### src/rtl/arbitro_memoria.sv
// Two-port arbiter in front of a single-port data memory: grants one requester at a time.
// Latency: req sampled at grant edge N -> one memory access cycle -> ack pulse in the cycle after edge N+2.
// Backpressure: a requester holds req/fields until its ack; requests seen outside INACTIVO simply wait.
//
// Ports:
//   clk, reset            single clock, synchronous active-high reset
//   req*/we*/dir*/dato_esc*  request from requester 0 / 1 (write flag, word address, write data)
//   ack*/dato_lec*/err*   one-cycle completion pulse with read data and out-of-range flag
//   mem_dir/mem_we/mem_dato_esc/mem_dato_lec  data-memory access port (combinational read data)
// Optional feature: define ROUND_ROBIN_EN to alternate grants between simultaneous requesters;
// without it requester 0 always wins a tie.
module arbitro_memoria #(
    parameter int PROF = 32
) (
    input  logic        clk,
    input  logic        reset,
    input  logic        req0,
    input  logic        req1,
    input  logic        we0,
    input  logic        we1,
    input  logic [31:0] dir0,
    input  logic [31:0] dir1,
    input  logic [31:0] dato_esc0,
    input  logic [31:0] dato_esc1,
    output logic        ack0,
    output logic        ack1,
    output logic [31:0] dato_lec0,
    output logic [31:0] dato_lec1,
    output logic        err0,
    output logic        err1,
    output logic [31:0] mem_dir,
    output logic        mem_we,
    output logic [31:0] mem_dato_esc,
    input  logic [31:0] mem_dato_lec
);

    localparam logic [31:0] PROF_W = 32'(PROF);

    typedef enum logic [1:0] {
        INACTIVO  = 2'd0,
        ACCESO    = 2'd1,
        RESPUESTA = 2'd2
    } estado_t;

    estado_t estado, estado_sig;

    // Winner selection for the current cycle
    logic        gana1;
    logic        sel_we;
    logic [31:0] sel_dir;
    logic [31:0] sel_dato;
    logic        concede;

    // Transaction fields frozen at the grant edge
    logic        lat_we;
    logic        lat_port;
    logic        lat_fuera;
    logic [31:0] lat_dir;
    logic [31:0] lat_dato;
    logic [31:0] lat_lec;

    // Next values of the registered outputs
    logic        mem_we_sig;
    logic        ack0_sig;
    logic        ack1_sig;
    logic        err0_sig;
    logic        err1_sig;
    logic [31:0] dato_lec0_sig;
    logic [31:0] dato_lec1_sig;

`ifdef ROUND_ROBIN_EN
    // Port served by the most recent grant; reset value 1 makes port 0 win the first tie.
    logic ultimo;

    always_ff @(posedge clk) begin
        if (reset) begin
            ultimo <= 1'b1;
        end else if (concede) begin
            ultimo <= gana1;
        end
    end

    // On a tie, the port that was not served last wins.
    assign gana1 = req1 && (!req0 || !ultimo);
`else
    assign gana1 = req1 && !req0;
`endif

    assign concede  = (estado == INACTIVO) && (req0 || req1);
    assign sel_we   = gana1 ? we1       : we0;
    assign sel_dir  = gana1 ? dir1      : dir0;
    assign sel_dato = gana1 ? dato_esc1 : dato_esc0;

    // Address and write data are only presented during the single access cycle.
    assign mem_dir      = (estado == ACCESO) ? lat_dir  : '0;
    assign mem_dato_esc = (estado == ACCESO) ? lat_dato : '0;

    always_ff @(posedge clk) begin
        if (reset) begin
            estado <= INACTIVO;
        end else begin
            estado <= estado_sig;
        end
    end

    always_comb begin
        estado_sig    = estado;
        mem_we_sig    = 1'b0;
        ack0_sig      = 1'b0;
        ack1_sig      = 1'b0;
        err0_sig      = 1'b0;
        err1_sig      = 1'b0;
        dato_lec0_sig = '0;
        dato_lec1_sig = '0;
        case (estado)
            INACTIVO: begin
                if (req0 || req1) begin
                    estado_sig = ACCESO;
                    // Registered so it is high exactly during the ACCESO cycle.
                    mem_we_sig = sel_we && (sel_dir < PROF_W);
                end
            end
            ACCESO: begin
                estado_sig = RESPUESTA;
            end
            RESPUESTA: begin
                estado_sig = INACTIVO;
                if (lat_port) begin
                    ack1_sig      = 1'b1;
                    err1_sig      = lat_fuera;
                    dato_lec1_sig = lat_lec;
                end else begin
                    ack0_sig      = 1'b1;
                    err0_sig      = lat_fuera;
                    dato_lec0_sig = lat_lec;
                end
            end
            default: begin
                estado_sig = INACTIVO;
            end
        endcase
    end

    always_ff @(posedge clk) begin
        if (reset) begin
            mem_we    <= 1'b0;
            ack0      <= 1'b0;
            ack1      <= 1'b0;
            err0      <= 1'b0;
            err1      <= 1'b0;
            dato_lec0 <= '0;
            dato_lec1 <= '0;
            lat_we    <= 1'b0;
            lat_port  <= 1'b0;
            lat_fuera <= 1'b0;
            lat_dir   <= '0;
            lat_dato  <= '0;
            lat_lec   <= '0;
        end else begin
            mem_we    <= mem_we_sig;
            ack0      <= ack0_sig;
            ack1      <= ack1_sig;
            err0      <= err0_sig;
            err1      <= err1_sig;
            dato_lec0 <= dato_lec0_sig;
            dato_lec1 <= dato_lec1_sig;
            if (concede) begin
                lat_we    <= sel_we;
                lat_port  <= gana1;
                lat_dir   <= sel_dir;
                lat_dato  <= sel_dato;
                lat_fuera <= (sel_dir >= PROF_W);
            end
            if (estado == ACCESO) begin
                // Writes and out-of-range accesses report zero read data.
                lat_lec <= (lat_we || lat_fuera) ? '0 : mem_dato_lec;
            end
        end
    end

endmodule

### config.mk
export PLATFORM = sky130hd
export DESIGN_NAME = arbitro_memoria
export DESIGN_NICKNAME = d
export VERILOG_FILES = /design/src/rtl/arbitro_memoria.sv
export SDC_FILE = /design/constraint.sdc
export NUM_CORES = 1
export LEC_CHECK = 0
export ABC_CLOCK_PERIOD_IN_PS = 3450
export CAP_MARGIN = 15
export CORE_MARGIN = 2
export CORE_UTILIZATION = 33
export CTS_CLUSTER_DIAMETER = 30
export CTS_CLUSTER_SIZE = 24
export DETAILED_ROUTE_END_ITERATION = 16
export PLACE_DENSITY_LB_ADDON = 0.1
export REMOVE_ABC_BUFFERS = 1
export SYNTH_ARGS = -nofsm -noshare
export SYNTH_HDL_FRONTEND = slang
export SYNTH_SLANG_ARGS = --single-unit
export TNS_END_PERCENT = 50
### constraint.sdc
create_clock -name clk -period 3.45 [get_ports clk]
set_input_delay 0.69 -clock clk [delete_from_list [all_inputs] [get_ports clk]]
set_output_delay 0.69 -clock clk [all_outputs]
set_load 0.005 [all_outputs]
# Yosys cells after proc, flatten, opt, wreduce, memory -nomap -nowiden
# Cells that the tools add are included.
[word_totals]
ff_bits = 170
[classes]
mux = 10
bitwise_logic = 4
n_reduce_logical = 11
order_cmp = 2
n_eq_ne = 3
[ops]
columns = ["cell", "n"]
rows = [
  ["32-bit 2-to-1 mux", 5],
  ["32-bit by 6-bit >= comparator with 1-bit output, second input constant", 1],
  ["32-bit by 6-bit less-than comparator with 1-bit output, second input constant", 1],
  ["3-bit OR reduction", 3],
  ["1-bit NOT", 4],
  ["2-bit one-hot mux with 2 select lines", 1],
  ["1-bit logical AND", 3],
  ["1-bit 2-to-1 mux", 3],
  ["2-bit by 1-bit equality test with 1-bit output, second input constant", 1],
  ["2-bit equality test, second input constant", 1],
  ["2-bit logical NOT", 1],
  ["1-bit logical OR", 2],
  ["2-bit 2-to-1 mux", 1],
  ["2-bit by 1-bit inequality test with 1-bit output, second input constant", 1],
  ["2-bit OR reduction", 1],
  ["1-bit logical NOT", 1],
]

# Logic depth before layout (Yosys ltp)
# Gate-level depths: netlist of the first run.
[logic_depth]
depth_word = 5
ltp_mapped = 7

# Worst setup path before layout of the first run
# OpenSTA, ideal clock, no wires.
[synth_path]
kind = "flip-flop to output port"
start = "register estado[0]"
end = "output port mem_dato_esc[0]"
setup_slack_ns = 1.652
arrival_time_ns = 1.108
path_stages_with_launch = 5
t_required_ns = 2.760
path_cell_list = "dfxtp_1 -> nor2b_1 -> clkbuf_1 -> clkbuf_1 -> and2_1"
[synth_between]
elab_chain_cells = 2
[synth_lines]
columns = ["element", "line_no", "text"]
rows = [
  ["start: declaration", "45", "estado_t estado, estado_sig;"],
  ["start signal: assignment", "102", "estado <= estado_sig;"],
  ["2-bit by 1-bit equality test with 1-bit output", "96", "assign mem_dato_esc = (estado == ACCESO) ? lat_dato : '0;"],
  ["32-bit 2-to-1 mux", "96", ""],
  ["end: declaration", "33", "output logic [31:0] mem_dato_esc,"],
]
# Every way passes these cells.

# Worst setup path after layout of the first run
[layout_path]
start = "register estado[0]"
end = "output port mem_dir[22]"
[layout_between]
elab_chain_cells = 2
[layout_lines]
columns = ["element", "line_no", "text"]
rows = [
  ["2-bit by 1-bit equality test with 1-bit output", "95", "assign mem_dir = (estado == ACCESO) ? lat_dir : '0;"],
  ["32-bit 2-to-1 mux", "95", ""],
  ["end: declaration", "31", "output logic [31:0] mem_dir,"],
]
# Every way passes these cells.

==> results by group, run 1 <==
Timing
  • Tcrit/Tclk final: 87.5%
  • Max Clk Rate: 331 MHz
  • Clock skew: 0.0111 ns
  • Slew HR: 31.0%
  • Min Tclk post-route: 3.02 ns
  • Final Slew Violations: 0
  • Final setup viols: 0
  • Final hold slack: 0.472 ns
  • Actual slew at the worst max-slew pin: 1.03 ns
  • RSZ-0062 raised after global routing: no
  • Final hold vios: 0

Floorplanning
  • Core footprint: 19500 um2
  • Site Rows: 51
  • Initial Utilization: 33.6%
  • Full die area: 20900 um2
  • Vert. Die Dim: 145 um
  • Io pins: 299
  • Die width: 145 um

Power
  • P_int: 3.44 mW
  • P_sw: 1.25 mW
  • Leak: 4.10 nW
  • Clock share of power: 39.9%
  • Sequential power share: 45.5%
  • Worst VDD drop: 355 uV
  • Comb pwr share: 14.6%
  • Power per cell area: 456 nW/um2
  • Sw frac: 26.6%

Logic synthesis
  • Post-synth EDFFs: 0
  • Post-synth top area share: 52.1%
  • Yosys top cell by area: dfxtp_1
  • Mapped Area: 6530 um2
  • Synth Register Bits: 170
  • Leading cell types by count after synthesis: 170 x dfxtp_1, 131 x and2_1, 98 x nor2_1, 65 x mux2i_1, 57 x a211oi_1
  • Share of synthesized registers carrying an async set or reset: 0%
  • Synth unique cells: 31
  • Synth Instances: 648
  • Most frequent cell after synthesis: dfxtp_1
  • Register area share after synthesis: 52.1%
  • Top cells by area, synth: dfxtp_1 52%, and2_1 13%, mux2i_1 10%
  • Ys flop type: dfxtp_1
  • Syn avg cell area: 10.1 um2
  • Yosys warns: 0

Clock tree
  • Sink Count: 170
  • CTS tree: yes
  • Worst-path clk slew: 0.07 ns
  • Post-CTS Setup Bufs: 0
  • Worst-Skew Late Latency: 0.43 ns
  • TritonCTS Buffers: 17
  • CTS resizes: 0
  • H-Tree Level Count: 4
  • Hold buffer count at CTS: 0
  • Max Buffers Root-to-Sink: 2
  • Root buffer cell: clkbuf_16

Placement
  • Cells after DPL: 1165
  • Placed cell areas: 9690 um2
  • Global placement routability congestion: 0.857
  • Buffers on Ports: 298
  • DPL Wire Length: 13700 um

Layout
  • Layout cells sized above 1: 6.22%
  • Final cell count without fillers: 1197
  • Area grow syn2layout: 57.3%
  • Antenna diodes: 0
  • Fill count: 1735
  • # nets final: 1085
  • Finished Cell Area: 10300 um2

Routing
  • DRT Pass-1 Iters: 5
  • Avg WL per Cell: 15.7 um
  • Post-route ant nets: 0
  • Via Count: 5510
  • Number of DRC markers in iteration 0: 185
  • Drt total wl: 18800 um
  • DRC viols: 0
  • Vias/cell: 4.60

Outcome
  • Status: completed

Setup path
  • CP Launch Type: register
  • R2R setup slack: 1.57 ns
  • Crit Path Class: reg2out
  • Setup crit end kind: output port
  • Arrival @ worst endpoint: 2.33 ns
  • Crit path max fanout: 64
  • Critical Path RT: 2.76 ns

Global routing
  • M3 GR Usage: 6.45%
  • Initial antenna violation count: 0
  • GR Layer Usage met1: 21.0%
  • First-pass GRT wire length: 28200 um
  • GRT met2 Usage: 28.7%
  • Largest net degree at the start of global routing: 65
  • Vias in the first global route: 5480
  • GR Util All Layers: 17.5%
  • Grt total ovfl: 0
  • Most Used Layer, Global Route: met2

Job
  • MaxCap Viol Count: 0

Worst hold path
  • Hold Crit Class: reg2reg
==> through the flow <==
stage	TNS [ns]	util, %	power (mW)	setup slack [ns]
2_1_floorplan	-18.28	-	2.48	-0.448
3_3_place_gp	0	49.8	2.85	0.893
3_5_place_dp	0	49.8	2.87	0.832
4_1_cts	0	52.8	4.75	0.375
5_1_grt	0	52.8	4.90	0.246
6_report	0	52.8	4.69	0.430
==> placed cells by master (no fill, tap or decap), types with 2 or more instances in the layout <==
cell             count
clkinvlp_4           3
buf_12               2
a211oi_1            57
mux2i_1             65
a22oi_1             32
dfxtp_1            170
clkinv_8             2
a211oi_2             9
nand3_1              2
and2_1             131
buf_4                7
clkdlybuf4s50_1    297
nor4_1              11
nor3_1               2
clkinv_4             2
inv_8                6
clkbuf_16           17
nor2_1              98
==> area by class of cell <==
class	count	area, um2	area share, %
clock buffers	18	439	4.27
clock inverters	14	149	1.45
inverters	1	3.75	0.0365
multi-input cells	423	2890	28.1
flip-flops and latches	170	3400	33.1
well taps	265	332	3.23
repair buffers	306	3070	29.8
==> metal layers <==
metal / up-vias / wire length [um]
li1: 2781 / -
met1: 2482 / 8170
met2: 222 / 8700
met3: 25 / 1590
met4: 0 / 356
met5: - / 0
==> power groups by stage <==
stage	registers, mW	logic (mW)	clock network [mW]
2_1_floorplan	2.16	0.324	0
3_3_place_gp	2.17	0.683	0
3_5_place_dp	2.18	0.694	0
4_1_cts	2.13	0.697	1.92
5_1_grt	2.15	0.753	2.00
6_report	2.13	0.687	1.87
==> path summary, 6_finish.rpt <==
kind,startpoint,endpoint,cells after the start
max,estado[0],mem_dir[22],4
min,lat_lec[0],dato_lec0[0],1
max reg2reg,estado[1],lat_lec[15],5
min reg2reg,lat_lec[0],dato_lec0[0],1
==> logic make-up (layout without fill, tap and decap cells) <==
group | Yosys count | in the layout | synth area share [%]
muxes | 65 | 65 | 9.96
AOI/OAI and AO/OA | 104 | 104 | 12.7
buffers and inverters | 55 | 339 | 4.25
DFF | 170 | 170 | 52.1
and+or+nand+nor | 254 | 254 | 21.0
==> state kept, by name, indices dropped and copies added (netlist names), 2 cells and up <==
signal and count:
lat_lec 32, dato_lec1 32, dato_lec0 32, lat_dir 32, estado 2, lat_dato 32
==> critical path: stages, from the launching register on <==
cell and delay, ns:
dfxtp_1 0.46, nor2b_4 0.19, buf_4 0.45, and2_1 0.25
clkdlybuf4s50_1 0.52
Note: power is estimated with default switching activity, not from simulation.
==> inputs of run 2 (changes only) <==
--- a/config.mk
+++ b/config.mk
@@ -6,7 +6,7 @@
 export NUM_CORES = 1
 export LEC_CHECK = 0
 export ABC_CLOCK_PERIOD_IN_PS = 3450
-export CAP_MARGIN = 15
+export CAP_MARGIN = 40
 export CORE_MARGIN = 2
 export CORE_UTILIZATION = 33
 export CTS_CLUSTER_DIAMETER = 30
==> constraint.sdc (replaced) <==
create_clock -name clk -period 3.45 [get_ports clk]
set_input_delay 1.035 -clock clk [delete_from_list [all_inputs] [get_ports clk]]
set_output_delay 1.035 -clock clk [all_outputs]
set_load 0.005 [all_outputs]
==> run 2 against run 1 <==
Final cell count grew 0.33%. Wire length decreased by 0.32%. Global-route usage is 0.091 points higher. Clock power hardly changed. Critical endpoint is now mem_dir[19]. Clock-buffer cell count is 1 lower.
==> results by group, run 2 (synthesized netlist as in run 1, its figures left out) <==
Floorplanning
  • Initial Utilization: 33.6%
  • Site Rows: 51
  • Full die area: 20900 um2
  • Core footprint: 19500 um2
  • Vert. Die Dim: 145 um
  • Die width: 145 um
  • Io pins: 299

Timing
  • RSZ-0062 raised after global routing: no
  • Slew HR: 47.4%
  • Final setup viols: 0
  • Tcrit/Tclk final: 93.8%
  • Max Clk Rate: 309 MHz
  • Final Slew Violations: 0
  • Final hold slack: 0.460 ns
  • Min Tclk post-route: 3.24 ns
  • Clock skew: 0.0150 ns
  • Final hold vios: 0
  • Actual slew at the worst max-slew pin: 0.789 ns

Placement
  • Global placement routability congestion: 0.826
  • Placed cell areas: 9760 um2
  • Buffers on Ports: 298
  • DPL Wire Length: 13900 um

Global routing
  • Vias in the first global route: 5370
  • GR Util All Layers: 17.6%
  • First-pass GRT wire length: 28000 um
  • Largest net degree at the start of global routing: 74
  • Grt total ovfl: 0
  • Initial antenna violation count: 0

Routing
  • Via Count: 5571
  • Number of DRC markers in iteration 0: 189
  • DRT Pass-1 Iters: 4
  • Avg WL per Cell: 15.6 um
  • DRC viols: 0
  • Drt total wl: 18800 um
  • Vias/cell: 4.64
  • Post-route ant nets: 0

Power
  • Worst VDD drop: 280 uV
  • Comb pwr share: 14.6%
  • Clock share of power: 40.1%
  • Leak: 4.14 nW
  • P_sw: 1.23 mW
  • P_int: 3.50 mW
  • Total power: 4.73 mW
  • Sequential power share: 45.3%
  • Power per cell area: 457 nW/um2
  • Sw frac: 26.1%

Setup path
  • Arrival @ worst endpoint: 2.20 ns
  • Critical Path RT: 2.41 ns
  • Crit path max fanout: 49
  • Crit Path Class: reg2out
  • CP Launch Type: register
  • Setup crit end kind: output port
  • R2R setup slack: 1.54 ns

Layout
  • Antenna diodes: 0
  • Most common cell after layout, fill and taps aside: clkdlybuf4s50_1
  • Multi-input gate area: 2890 um2
  • Area grow syn2layout: 58.6%
  • Layout cells sized above 1: 6.62%
  • Finished Cell Area: 10400 um2
  • Fill count: 1721
  • Storage element area: 3400 um2
  • Most frequent cells in the layout: 297 x clkdlybuf4s50_1, 170 x dfxtp_1, 131 x and2_1
  • # nets final: 1089

Clock tree
  • Sink Count: 170
  • Hold buffer count at CTS: 0
  • H-Tree Level Count: 4
  • TritonCTS Buffers: 17
  • CTS resizes: 0
  • Worst-path clk slew: 0.07 ns
  • Root buffer cell: clkbuf_16
  • Worst-Skew Late Latency: 0.43 ns
  • Max Buffers Root-to-Sink: 2
  • CTS tree: yes
  • Post-CTS Setup Bufs: 0

Outcome
  • Status: completed

Job
  • MaxCap Viol Count: 0

Worst hold path
  • Hold Crit Class: reg2reg
-- run 2: cell types whose count changed in the layout (fill, tap and decap cells not counted), sizes merged --
cell / change
clkinv: +2
buf: +4
clkbuf: -1
clkinvlp: -1
inv: -1
bufinv: +1
-- run 2: final timing paths --
| check | startpoint | to | depth (start not counted) |
|---|---|---|---|
| hold reg to reg | lat_lec[31] | dato_lec0[31] | 1 |
| hold / removal | lat_lec[31] | dato_lec0[31] | 1 |
| setup reg to reg | estado[1] | lat_lec[19] | 5 |
| setup / recovery | estado[0] | mem_dir[19] | 4 |
-- run 2: metal layers --
metal  track usage [%]  share of wire (%)  vias up
met4              6.39                2.2        0
met1              21.9                 43     2496
met2              28.5                 46      243
li1                  -                  -     2803
met3              5.82                8.3       29
met5                 0                  0        -
-- run 2: stage by stage --
| stage | setup WS [ns] | util, % | setup TNS (ns) | std cells |
|---|---|---|---|---|
| final | 0.214 | 53.2 | 0 | 1201 |
| after global routing | 0.0937 | 53.2 | 0 | 1201 |
| after CTS | 0.175 | 53.2 | 0 | 1201 |
| after detailed placement | 0.580 | 50.1 | 0 | 1169 |
| after global placement | 0.617 | 50.1 | 0 | 1169 |
| after floorplan | -0.793 | - | -41.68 | 594 |
-- run 2: worst max-delay path, stage by stage (launching register included) --
cell	delay, ns
dfxtp_1	0.44
nor2b_4	0.39
buf_12	0.24
and2_1	0.15
clkdlybuf4s50_1	0.52
-- run 2: layout make-up --
type,count,share of cell area [%]
multi-input cells,423,27.9
clock buffers,17,4.11
clock inverters,15,1.70
inverters,1,0.0362
flip-flops and latches,170,32.9
well taps,265,3.20
repair buffers,310,30.2
-- run 2: power by group through the flow --
| stage | clock, mW | sequential, mW | combinational (mW) |
|---|---|---|---|
| finish | 1.90 | 2.14 | 0.693 |
| global route | 2.04 | 2.16 | 0.759 |
| CTS | 1.94 | 2.14 | 0.701 |
| detailed placement | 0 | 2.19 | 0.699 |
| global placement | 0 | 2.19 | 0.684 |
| floorplan | 0 | 2.16 | 0.324 |
